### src/rtl/ac_vlsa_pkg.sv
// Shared types and constants for the variable-latency speculative adder.
package ac_vlsa_pkg;
    typedef enum logic [1:0] {IDLE, HOLD, FIX} state_t;
    localparam int          ERR_CNT_W   = 16;
    localparam logic [15:0] ERR_CNT_MAX = 16'hFFFF;
endpackage

### src/rtl/ac_vlsa_win_gp.sv
// Group generate/propagate over one WINDOW-bit slice, serial prefix from LSB.
module win_gp #(
    parameter int WINDOW = 4
) (
    input  logic [WINDOW-1:0] g,
    input  logic [WINDOW-1:0] p,
    output logic              gg,
    output logic              gp
);
    always_comb begin
        logic gacc;
        logic pacc;
        gacc = 1'b0;
        pacc = 1'b1;
        for (int k = 0; k < WINDOW; k++) begin
            gacc = g[k] | (p[k] & gacc);
            pacc = pacc & p[k];
        end
        gg = gacc;
        gp = pacc;
    end
endmodule

### src/rtl/ac_vlsa.sv
// Windowed carry-speculation adder; optional one-cycle correction when speculation misses.
module ac_vlsa
    import ac_vlsa_pkg::*;
#(
    parameter int WIDTH  = 16,
    parameter int WINDOW = 4
) (
    input  logic                 clk,
    input  logic                 rst_n,
    input  logic                 in_valid,
    output logic                 in_ready,
    input  logic [WIDTH-1:0]     a,
    input  logic [WIDTH-1:0]     b,
    input  logic                 cin,
    input  logic                 mode,
    output logic                 out_valid,
    input  logic                 out_ready,
    output logic [WIDTH-1:0]     sum,
    output logic                 cout,
    output logic                 err,
    output logic                 exact,
    output logic [ERR_CNT_W-1:0] err_cnt
);
    state_t           state;
    logic [WIDTH-1:0] g, p;
    logic [WIDTH:0]   ex_full;
    logic [WIDTH:0]   spec_c;
    logic [WIDTH-1:0] spec_sum;
    logic             spec_cout, spec_err, accept;
    logic [WIDTH-1:0] a_r, b_r;
    logic             cin_r;

    assign g       = a & b;
    assign p       = a ^ b;
    assign ex_full = {1'b0, a} + {1'b0, b} + {{WIDTH{1'b0}}, cin};

    // Low bits take the true carry; higher bits only see the WINDOW bits below them.
    for (genvar i = 0; i <= WIDTH; i++) begin : g_carry
        if (i < WINDOW) begin : g_exact
            assign spec_c[i] = ex_full[i] ^ p[i];
        end else begin : g_spec
            logic wg, wp;
            win_gp #(.WINDOW(WINDOW)) u_win (
                .g  (g[i-1 -: WINDOW]),
                .p  (p[i-1 -: WINDOW]),
                .gg (wg),
                .gp (wp)
            );
            assign spec_c[i] = wg | (wp & 1'b0);
        end
    end

    assign spec_sum  = p ^ spec_c[WIDTH-1:0];
    assign spec_cout = spec_c[WIDTH];
    assign spec_err  = ({spec_cout, spec_sum} != ex_full);

    always_comb begin
        case (state)
            IDLE:    in_ready = 1'b1;
            HOLD:    in_ready = out_ready;
            default: in_ready = 1'b0;
        endcase
    end

    assign accept = in_valid & in_ready;

    always_ff @(posedge clk or negedge rst_n) begin
        if (!rst_n) begin
            state     <= IDLE;
            out_valid <= 1'b0;
            sum       <= '0;
            cout      <= 1'b0;
            err       <= 1'b0;
            exact     <= 1'b0;
            err_cnt   <= '0;
            a_r       <= '0;
            b_r       <= '0;
            cin_r     <= 1'b0;
        end else begin
            if (accept && spec_err && err_cnt != ERR_CNT_MAX)
                err_cnt <= err_cnt + 1'b1;
            case (state)
                IDLE, HOLD: begin
                    if (accept) begin
                        a_r   <= a;
                        b_r   <= b;
                        cin_r <= cin;
                        err   <= spec_err;
                        if (mode && spec_err) begin
                            state     <= FIX;
                            out_valid <= 1'b0;
                            exact     <= 1'b0;
                        end else begin
                            state     <= HOLD;
                            out_valid <= 1'b1;
                            sum       <= spec_sum;
                            cout      <= spec_cout;
                            exact     <= !spec_err;
                        end
                    end else if (state == HOLD && out_ready) begin
                        state     <= IDLE;
                        out_valid <= 1'b0;
                    end
                end
                FIX: begin
                    // Correction uses only registered operands.
                    {cout, sum} <= {1'b0, a_r} + {1'b0, b_r} + {{WIDTH{1'b0}}, cin_r};
                    exact       <= 1'b1;
                    out_valid   <= 1'b1;
                    state       <= HOLD;
                end
                default: state <= IDLE;
            endcase
        end
    end
endmodule

### config.mk
export PLATFORM = sky130hd
export DESIGN_NAME = ac_vlsa
export DESIGN_NICKNAME = d
export VERILOG_FILES = /design/src/rtl/ac_vlsa_pkg.sv /design/src/rtl/ac_vlsa_win_gp.sv /design/src/rtl/ac_vlsa.sv
export SDC_FILE = /design/constraint.sdc
export NUM_CORES = 1
export LEC_CHECK = 0
export BUFFER_PORTS_ARGS = -buffer_cell sky130_fd_sc_hd__buf_2
export CORE_AREA = 2 2 103 105
export CTS_CLUSTER_DIAMETER = 100
export DETAILED_ROUTE_END_ITERATION = 7
export DIE_AREA = 0 0 105 107
export PLACE_DENSITY = 0.77
export SYNTH_ARGS = -nofsm -noshare
export SYNTH_HDL_FRONTEND = slang
export SYNTH_SLANG_ARGS = --single-unit
### constraint.sdc
create_clock -name clk -period 2.9 [get_ports clk]
set_input_delay 0.58 -clock clk [delete_from_list [all_inputs] [get_ports clk]]
set_output_delay 0.58 -clock clk [all_outputs]
set_load 0.1 [all_outputs]
Yosys cells after proc, flatten, opt, wreduce, memory -nomap -nowiden. Cells that the tools add are included.

$add $sub $neg: 5. Equality and inequality tests: 7. Multiplexer cells: 18. Bitwise gates (word level): 86. Reduce and logical (&&, ||, !) cells: 12.

Operators by type and width (number): $and 1x1->1 (40); $or 1x1->1 (39); $add 16x16->17 (2); $add 17x1->17 (2); $mux 16 (2); $pmux 16 s2 (1); $xor 16x16->16 (2); $ne 17x17->1 (1); $add 16x1->16 const B (1); $and 16x16->16 (1); $ne 16x16->1 const B (1); $pmux 1 s2 (4); $mux 1 (7); $mux 2 (3); $reduce_and 2->1 (3); $logic_and 1x1->1 (4); $ne 2x2->1 const B (2); $pmux 2 s2 (1); $xor 1x1->1 (4); $ne 3x3->1 const B (1); $reduce_and 3->1 (1); $eq 2x1->1 const B (1); $eq 2x2->1 const B (1); $logic_not 2->1 (1); 3 further kinds (3).

Flip-flop bits (word level): 71. Bits of input ports: 38. Output and inout bits: 37. Logic and storage cells: 138.

Logic depth before layout (Yosys ltp). Gate-level depths: netlist of run 1.

Word-level depth: 13. Mapped depth: 13. Mapped depth without buffers: 11.

Hierarchy. From an unflattened synthesis of run 1, not the netlist that was laid out.

Cells, all modules: 647. Area, all modules: 5236.3 um^2.

By module, submodules not included: ac_vlsa (instances 1, cells an instance 569, area an instance 4894.7 um^2, sequential area each 1776.7 um^2); win_gp (instances 13, cells an instance 6, area an instance 26.3 um^2, sequential area each 0.0 um^2).

Least setup slack after synthesis of run 1. Ideal clock, no wire load.

Path type: input -> register. Start point: input out_ready. End point: register sum[9]. Library setup time: 0.120 ns. Arrival: 3.706 ns. Data required time: 2.780 ns. Setup slack: -0.925 ns. Stages: 8. Path buffers: 1. Cells stage by stage: inv_1 a21oi_1 nand2_1 or3_1 clkbuf_1 o221ai_1 o31ai_1 and3_1.

Longest elaborated chain between the ends: 4.

Ends and longest elaborated chain: start: declaration (line ac_vlsa.sv:17) `input logic out_ready,`; $pmux 1 s2 (line ac_vlsa.sv:58) `case (state)`; via in_ready (line ac_vlsa.sv:11) `output logic in_ready,`; $and 1x1->1 (line ac_vlsa.sv:65) `assign accept = in_valid & in_ready;`; $ne 2x2->1 (no line); $reduce_and 3->1 (no line); end signal: assignment (line ac_vlsa.sv:96) `sum <= spec_sum;`; end signal: assignment (line ac_vlsa.sv:107) `{cout, sum} <= {1'b0, a_r} + {1'b0, b_r} + {{WIDTH{1'b0}}, cin_r};`; end: declaration (line ac_vlsa.sv:18) `output logic [WIDTH-1:0] sum,`.

The timed path passes the listed nets, and every way through them passes these cells. A chain may end at the register's enable or synchronous reset.

Worst setup path after layout of run 1.
Start point: input a[11]. End point: register sum[8].

Longest elaborated chain between the ends: 12. Elaborated cells on any way between the ends: 27. Classes of those cells: 2 x add/sub; 2 x eq/ne; 21 x bitwise; 2 x reduce/logical.

Ends and longest elaborated chain: start: declaration (line ac_vlsa.sv:12) `input logic [WIDTH-1:0] a,`; parallel branches: the longest is 8 deep, another holds $add 16x16->17; $ne 17x17->1 * (line ac_vlsa.sv:55) `assign spec_err = ({spec_cout, spec_sum} != ex_full);`; $logic_and 1x1->1 * (line ac_vlsa.sv:89) `if (mode && spec_err) begin`; $ne 2x2->1 (no line) *; $reduce_and 3->1 (no line) *.

Every way passes the cells marked *.

==> results of run 1 <==
==> cell type report <==
type                    count  area, µm²  share of cell area [%]
clock buffers              11      141.4                   2.224
clock inverters             5      33.78                  0.5315
repair buffers            140      942.2                   14.82
flip-flops and latches     71       1777                   27.95
multi-input cells         462       3224                   50.73
inverters                  18      67.56                   1.063
well taps                 136      170.2                   2.677
==> sequential cells by signal (all words and copies together), names as in the netlist <==
| signal | count |
|---|---|
| cin_r | 1 |
| state | 2 |
| err | 1 |
| err_cnt | 16 |
| cout | 1 |
| out_valid | 1 |
| sum | 16 |
| a_r | 16 |
| exact | 1 |
| b_r | 16 |
==> Yosys cell counts (3+ instances only) <==
cell      number
a211oi_1       8
a21o_1         6
a21oi_1       27
a31oi_1        3
and2_1         3
and3_1        17
buf_2          4
clkbuf_1      22
dfrtp_1       71
fa_1           4
ha_1          32
inv_1         18
mux2_2         3
nand2_1      119
nand2b_1       5
nand3_1       18
nand4_1        9
nor2_1        36
nor2b_1        4
nor3_1        13
nor3b_1        6
nor4bb_1       3
o211ai_1       3
o21a_1         5
o21ai_0       33
o21bai_1       4
o221ai_1       6
o31ai_1        6
o32a_1         3
or3_1          9
xnor2_1       24
xor2_1        12
==> per-stage QoR <==
step | instances | power (mW)
6_report | 843 | 5.603
5_1_grt | 843 | 5.899
4_1_cts | 840 | 5.536
3_5_place_dp | 824 | 4.789
3_3_place_gp | 824 | 4.712
2_1_floorplan | 578 | 4.021
==> power by group <==
group,leakage (nW),internal [mW],switching [mW]
logic,2.05,0.976,2.34
registers,0.879,1.27,0.276
clock network,0.0853,0.333,0.408
total,3.01,2.58,3.02
==> worst reg2reg max path: cells and delay by family, from the launching register on <==
family / cells / cell delay, ns
AO/OA/AOI/OAI: 6 / 1.36
buffers and inverters: 2 / 0.15
adder cells (fa/ha/maj): 2 / 0.61
XOR/XNOR: 1 / 0.10
flip-flops: 1 / 0.37
==> worst min-delay path by stage <==
| stage | startpoint | to | slack [ns] |
|---|---|---|---|
| 2_1_floorplan | rst_n | a_r[0] | 0.28 |
| 3_3_place_gp | b_r[5] | b_r[5] | 0.47 |
| 3_5_place_dp | b_r[12] | b_r[12] | 0.47 |
| 6_report | b[3] | b_r[3] | 0.43 |
| 5_1_grt | b[13] | b_r[13] | 0.44 |
| 4_1_cts | a[3] | a_r[3] | 0.42 |
==> metal layers <==
| metal | up-vias | part of all wire (%) |
|---|---|---|
| met5 | - | 0 |
| met4 | 0 | 2.1 |
| met3 | 22 | 4.4 |
| met2 | 143 | 48 |
| met1 | 2255 | 46 |
| li1 | 2311 | - |
==> kinds of logic (layout without fill, tap and decap cells) <==
family / after synthesis / after routing / synth area share [%]
and+or+nand+nor: 255 / 255 / 24.68
buffers and inverters: 45 / 174 / 3.681
muxes: 8 / 8 / 1.929
AOI/OAI and AO/OA: 127 / 127 / 17.52
adders and majority gates: 36 / 36 / 9.749
DFF: 71 / 71 / 36.05
xor gates and xnor gates: 36 / 36 / 6.398
==> what timing repair did <==
item | in CTS | in global routing
endpoints found under the setup margin | 3 | 10
buffers inserted | 0 | 1
gates cloned | 0 | 2
pin swaps | 0 | 3
hold buffers | 0 | 0
gates resized for setup | 1 | 22
==> impl_metrics.json, run 1 <==
{
  "status": "finished clean",
  "initial_core_util_pct": 48.83,
  "antenna_found_initial": 0,
  "synthFlopType": "dfrtp_1",
  "critical_path_buf_inv_count": 3,
  "synth_warnings": 0,
  "diodes": 0,
  "start_kind": "input port",
  "reg2reg_depth": 11,
  "crit_cells": 11,
  "post-route-min-period_ns": 2.841,
  "routed_wl_mm": 13.56,
  "fin_skew_ns": 0.007663,
  "cp_max_fo": 6,
  "clock_latency_ns": 0.36,
  "grt_util_all_layers_pct": 24.69,
  "num_io_pins": 75,
  "post_synth.cell_area_avg_um2": 8.527,
  "worstReg2RegStart": "b_r[0]",
  "cp-startpoint": "a[11]",
  "powerDensity_nw_per_um2": 881.6,
  "syn_area_um2": 4928,
  "drive_gt1_share_pct": 28.57,
  "min_path_cells": 3,
  "core_um2": 10090,
  "yosysSeqAreaShare_pct": 36.05,
  "setup-tns-final_ns": 0,
  "synth_top_area_cell": "dfrtp_1",
  "grt_max_degree": 72,
  "ant_nets": 0,
  "num_rows": 37,
  "areaGrowthSynthToFinish_pct": 28.97,
  "critical_path.top_delay_family": "simple AND/OR/NAND/NOR gates",
  "layout_commonest_cell": "nand2_1",
  "htreeDepth": 3,
  "rsz0062_at_grt": "true",
  "max_freq_mhz": 352.0,
  "met3_usage_pct": 3.283,
  "worstMarginPinSlew_ns": 0.9210,
  "synthArstFlopShare_pct": 100.0,
  "synth_seq_cells": 71,
  "die_height_um": 107,
  "place_ws_ns": -0.3940,
  "grt_pass1_vias": 4715,
  "numClockSinks": 71,
  "drt_iter0_markers": 242,
  "hold_class": "input port to register",
  "place_area_um2": 6026,
  "io_buffers": 74,
  "die_x_um": 105,
  "final_area_um2": 6356,
  "wl_per_cell_um": 16.08,
  "synth_area_leaders": "dfrtp_1 (36%), nand2_1 (9.1%), ha_1 (8.1%), xnor2_1 (4.3%), o21ai_0 (3.4%)",
  "cp.required_ns": 3.15,
  "setup_ws_ns": 0.05944,
  "grt_first_pass_wirelength_mm": 22.37,
  "drc_errors": 0,
  "p_leak_nw": 3.012,
  "hold-worst-slack_ns": 0.4250,
  "postSynthCellCount": 578,
  "arrival_ns": 3.09,
  "cp-endpoint": "sum[8]",
  "reg2reg_to": "sum[14]",
  "ys_types": 62,
  "cts_root_buf": "clkbuf_8",
  "fillCellCount": 892,
  "drv_slew": 0,
  "worst-setup-path-type": "input port to register",
  "gp_congestion": 0.9745,
  "syn-num-nets": 652,
  "setup_viol": 0,
  "use_met1_pct": 32.93,
  "cts_buffers": 9,
  "final_nets": 776,
  "firstDrtPassIters": 4,
  "synth_edf_count": 0,
  "die-area_um2": 11240,
  "hold_violations": 0,
  "fin_crit_sh_pct": 97.95,
  "cts_tree": "built",
  "final_cell_mix": "nand2_1 (116), dfrtp_1 (71), buf_2 (70), buf_4 (63), nor2_1 (36)",
  "maxSlewHeadroom_pct": 38.60,
  "cts_buffer_depth": 2,
  "fin_util_pct": 62.98,
  "grt.overflow.total": 0,
  "path_clk_slew_ns": 0.08,
  "hpwl_mm": 10.00,
  "drv_cap": 0,
  "vias": 4731,
  "gr-usage-met2_pct": 40.63,
  "max_stage_delay_ns": 0.49,
  "grt-busiest-layer": "met2",
  "r2r_slack_ns": 0.25,
  "cp_cell_sequence": "buf_2, ha_4, buf_4, nand2_1, o21ai_1, a32o_1, or4b_4, or3_4, buf_12, or3_1, and3_1",
  "synth_top_cell_area_share_pct": 36.05,
  "critPathCaptureType": "register",
  "cp_slowest_cell": "or4b_4",
  "ir_drop_uv": 488.8,
  "avgViaCountPerCell": 5.612
}
Power figures use the tool's default switching activity.
==> run 2: changes to the inputs <==
Settings changed: CELL_PAD_IN_SITES_DETAIL_PLACEMENT set to 1, CELL_PAD_IN_SITES_GLOBAL_PLACEMENT set to 1, CORE_AREA 2 2 103 105 to 2 2 111 113, DIE_AREA 0 0 105 107 to 0 0 113 115, PLACE_DENSITY 0.77 to 0.85.
==> impl_metrics.json, run 2 (same netlist as run 1, synthesis figures left out) <==
{
  "status": "finished, violations left",
  "violations": "design-rule violations",
  "io_buffers": 74,
  "die_x_um": 113,
  "grt_max_degree": 55,
  "fin_skew_ns": 0.007840,
  "clock_latency_ns": 0.35,
  "cts_tree": "built",
  "reg2reg_depth": 11,
  "hpwl_mm": 12.00,
  "cp-endpoint": "sum[10]",
  "reg2reg_to": "sum[14]",
  "drv_slew": 0,
  "grt_util_all_layers_pct": 26.34,
  "start_kind": "input port",
  "antenna_found_initial": 0,
  "powerDensity_nw_per_um2": 947.8,
  "ant_nets": 0,
  "num_rows": 40,
  "worstReg2RegStart": "a_r[0]",
  "avgViaCountPerCell": 5.704,
  "areaGrowthSynthToFinish_pct": 31.02,
  "layout.cells.non_filler": 851,
  "p_leak_nw": 3.050,
  "vias": 4854,
  "numClockSinks": 71,
  "fillCellCount": 1401,
  "routed_wl_mm": 16.51,
  "diodes": 0,
  "arrival_ns": 3.15,
  "fin_crit_sh_pct": 99.93,
  "num_io_pins": 75,
  "hold_violations": 0,
  "layout_commonest_cell": "nand2_1",
  "cp_max_fo": 17,
  "drc_errors": 7,
  "cp-startpoint": "b[5]",
  "rsz0062_at_grt": "true",
  "hold_class": "input port to asynchronous set/reset pin",
  "drive_gt1_share_pct": 28.41,
  "max_stage_delay_ns": 0.45,
  "post-route-min-period_ns": 2.898,
  "cts_buffers": 9,
  "die_height_um": 115,
  "wl_per_cell_um": 19.41,
  "r2r_slack_ns": 0.18,
  "worst-setup-path-type": "input port to register",
  "cp.required_ns": 3.15,
  "max_freq_mhz": 345.1,
  "ir_drop_uv": 432.1,
  "htreeDepth": 3,
  "gp_congestion": 0.8773,
  "cp_slowest_cell": "or3_4",
  "final_cell_mix": "nand2_1 (116), buf_2 (72), dfrtp_1 (71), buf_4 (59), nor2_1 (36)",
  "cts_buffer_depth": 2,
  "worstMarginPinSlew_ns": 0.6788,
  "drv_cap": 0,
  "maxSlewHeadroom_pct": 54.75,
  "cts_root_buf": "clkbuf_16",
  "final_nets": 773,
  "drt_iter0_markers": 256,
  "critPathCaptureType": "register",
  "grt_pass1_vias": 5125,
  "fin_util_pct": 54.67,
  "setup_viol": 0,
  "initial_core_util_pct": 41.73,
  "cp_cell_sequence": "buf_2, ha_4, nand2_2, or3_1, a32o_1, a221o_1, or3_4, buf_6, mux2_4, a211oi_2",
  "die-area_um2": 13000,
  "placed_cells": 833,
  "grt_first_pass_wirelength_mm": 27.05,
  "core_um2": 11810,
  "path_clk_slew_ns": 0.06,
  "firstDrtPassIters": 7,
  "grt.overflow.total": 0
}
run 2: cell count changes in the layout (fill, tap and decap cells not counted), sizes merged:
| cell | delta |
|---|---|
| bufinv | +1 |
| buf | -2 |
| clkinvlp | -1 |
| clkbuf | -1 |
run 2: worst max-delay path: cells and delay by family:
kind            cells  cell delay, ns
compound gates      3            0.74
fa+ha+maj           1            0.30
buf+inv             2            0.32
mux                 1            0.31
simple gates        3            0.90
run 2: timing repair:
action                     CTS  global route
pin swaps                    0             8
hold buffers                 0             0
setup endpoints to repair    9            32
resized for setup            2            21
setup buffers                0             1
gates cloned                 0             1
run 2: layout make-up:
cell class	instances	area (µm²)	share of cell area (%)
Clock buffer	11	252.7	3.914
Clock inverter	5	56.30	0.8719
Inverter	18	67.56	1.046
Multi-Input combinational cell	462	3223	49.91
Sequential cell	71	1777	27.51
Tap cell	147	183.9	2.848
Timing Repair Buffer	137	897.1	13.89
run 2: worst min-delay path by stage:
stage,startpoint,to,slack [ns],cells after the start
after global placement,b_r[12],b_r[12],0.47,2
after detailed placement,b_r[2],b_r[2],0.48,2
after global routing,rst_n,sum[0],0.31,1
after CTS,rst_n,sum[0],0.30,1
after floorplan,rst_n,a_r[0],0.28,0
final,rst_n,sum[0],0.27,1
run 2: per-stage QoR:
step	hold WS, ns	area (µm²)	total power, mW	TNS (ns)	setup slack [ns]
2_1_floorplan	0.2844	5151	4.021	-0.9341	-0.09118
3_3_place_gp	0.4653	6025	4.728	-8.277	-0.3102
3_5_place_dp	0.4752	6025	4.840	-11.13	-0.4154
4_1_cts	0.2989	6342	6.051	-0.02965	-0.01304
5_1_grt	0.3147	6457	6.416	-0.1933	-0.05681
6_report	0.2696	6457	6.120	0	0.001985
run 2: where the power goes:
part | internal, mW | switching, mW
sequential | 1.28 | 0.293
clock | 0.712 | 0.466
combinational | 0.970 | 2.40
total | 2.96 | 3.16
run 2: routing by layer:
layer | track usage (%) | share of wire (%) | up-vias
met3 | 5.008 | 3.7 | 25
met2 | 45.51 | 50 | 105
li1 | - | - | 2294
met4 | 8.293 | 1.6 | 0
met5 | 0 | 0 | -
met1 | 33.57 | 44 | 2430
==> run 3: changes to the inputs <==
Settings changed: CAP_MARGIN set to 20, CORE_AREA 2 2 111 113 to 2 2 114 116, DIE_AREA 0 0 113 115 to 0 0 116 118, PLACE_DENSITY 0.85 to 0.86, SYNTH_HIERARCHICAL set to 1.
==> impl_metrics.json, run 3 <==
{
  "layout.cells.non_filler": 945,
  "io_buffers": 74,
  "max_freq_mhz": 281.6,
  "fin_skew_ns": 0.01551,
  "p_int_mw": 2.915,
  "die-area_um2": 13690,
  "avgViaCountPerCell": 6.115,
  "final_area_um2": 7057,
  "num_io_pins": 75,
  "syn-num-nets": 695,
  "areaGrowthSynthToFinish_pct": 37.33,
  "worst-setup-path-type": "input port to register",
  "p_comb_share_pct": 54.3,
  "wl_per_cell_um": 22.98,
  "cts_buffers": 9,
  "rsz0062_at_grt": "true",
  "gp_congestion": 0.8889,
  "core_um2": 12410,
  "cp.required_ns": 3.16,
  "ir_drop_uv": 378.5,
  "p_leak_nw": 3.325,
  "place_area_um2": 6274,
  "syn_area_um2": 5139,
  "powerDensity_nw_per_um2": 842.4,
  "arrival_ns": 3.81,
  "violations": "negative setup slack",
  "grt_util_all_layers_pct": 28.87,
  "clkPwrFrac_pct": 20.8,
  "cp_slowest_cell": "nor4b_1",
  "hold-worst-slack_ns": 0.3054,
  "placed_cells": 922,
  "post_synth.cell_area_avg_um2": 8.275,
  "ant_nets": 0,
  "antenna_found_initial": 0,
  "grt_first_pass_wirelength_mm": 31.17,
  "fillCellCount": 1467,
  "initial_core_util_pct": 41.39,
  "drv_slew": 0,
  "grt_max_degree": 44,
  "critPathCaptureType": "register",
  "final_nets": 843,
  "layout_commonest_cell": "nand2_1",
  "hpwl_mm": 13.43,
  "max_stage_delay_ns": 0.50,
  "grt.overflow.total": 0,
  "setup-tns-final_ns": -20.17,
  "postSynthCellCount": 621,
  "setup_viol": 38,
  "vias": 5779,
  "maxSlewHeadroom_pct": 33.63,
  "path_clk_slew_ns": 0.07,
  "fin_util_pct": 56.84,
  "numClockSinks": 71,
  "htreeDepth": 3,
  "final_cell_mix": "nand2_1 (134), buf_4 (76), buf_2 (72), dfrtp_1 (71), a21oi_1 (47)",
  "diodes": 0,
  "drive_gt1_share_pct": 30.27,
  "critical_path.top_delay_family": "compound AO/OA/AOI/OAI gates",
  "hold_class": "input port to asynchronous set/reset pin",
  "num_rows": 41,
  "die_height_um": 118,
  "hold_violations": 0,
  "drt_iter0_markers": 502,
  "power_frac_seq_pct": 24.9,
  "switching_power_mw": 3.030,
  "clock_latency_ns": 0.37,
  "drc_errors": 0,
  "worstMarginPinSlew_ns": 0.9920,
  "routed_wl_mm": 21.71,
  "swShare_pct": 50.97,
  "start_kind": "input port",
  "cp_max_fo": 3,
  "grt_pass1_vias": 6027,
  "synth_warnings": 6,
  "cts_hold_buf": 0,
  "drv_cap": 0,
  "cts_root_buf": "clkbuf_16",
  "post-route-min-period_ns": 3.551,
  "fin_crit_sh_pct": 122.5,
  "cts_buffer_depth": 2,
  "critical_path_buf_inv_count": 3,
  "cts_tree": "built",
  "status": "finished, violations left",
  "die_x_um": 116,
  "setup_ws_ns": -0.6511,
  "cp_cell_sequence": "buf_6, fa_2, fa_2, a21o_1, a22oi_1, a221oi_1, mux2i_1, o221ai_1, a2111o_1, buf_4, buf_6, nor4b_1, a31oi_2, o211ai_1",
  "firstDrtPassIters": 6
}
## run 3: final cells by class
cell class                 instances  area (µm²)  share of cell area, %
multi-input combinational        512        3562                  50.48
sequential                        71        1777                  25.18
timing repair buffer             162        1141                  16.17
clock buffer                      11       242.7                  3.440
tap                              172       215.2                  3.050
clock inverter                     4       70.07                 0.9929
inverter                          13       48.80                 0.6915
## run 3: final timing paths
kind / startpoint / end / slack [ns] / cells after the start
max: a[0] / sum[15] / -0.65 / 14
min: rst_n / sum[6] / 0.31 / 1
max reg2reg: a_r[0] / sum[13] / -0.33 / 12
min reg2reg: b_r[2] / b_r[2] / 0.48 / 2
max in group asynchronous: rst_n / err_cnt[9] / 1.87 / 2
min in group clk: b[2] / b_r[2] / 0.43 / 3
## run 3: power by group through the flow
| stage | clock network (mW) | registers (mW) | logic [mW] |
|---|---|---|---|
| floorplan | 0 | 2.44 | 1.09 |
| global placement | 0 | 1.43 | 2.78 |
| detailed placement | 0 | 1.44 | 2.89 |
| CTS | 1.22 | 1.43 | 3.00 |
| global route | 1.27 | 1.50 | 3.40 |
| finish | 1.24 | 1.48 | 3.23 |
## run 3: metrics by stage
stage,worst slack [ns],power (mW)
final,-0.6511,5.945
after CTS,-0.4917,5.647
after global routing,-0.7396,6.170
after detailed placement,-0.9643,4.337
after global placement,-0.7351,4.205
after floorplan,-0.4914,3.529
## run 3: worst reg2reg max path, delay by kind of cell, from the launching register on
| kind | cells | cell delay, ns |
|---|---|---|
| AO/OA/AOI/OAI | 7 | 1.75 |
| adder cells (fa/ha/maj) | 1 | 0.45 |
| flip-flops | 1 | 0.32 |
| buffers and inverters | 2 | 0.23 |
| AND/OR/NAND/NOR | 1 | 0.16 |
| XOR/XNOR | 1 | 0.15 |
## run 3: routing by layer
layer / up-vias / wire, µm / GRT usage [%]
met5: - / 0 / 0
met4: 0 / 1002 / 12.20
met3: 84 / 1049 / 4.119
met2: 241 / 11140 / 50.37
met1: 2927 / 8519 / 35.06
li1: 2527 / - / -
## run 3: timing repair
action,CTS,global route
gates cloned,2,1
resized for setup,29,48
pin swaps,7,13
endpoints found under the setup margin,38,38
buffers inserted,3,3
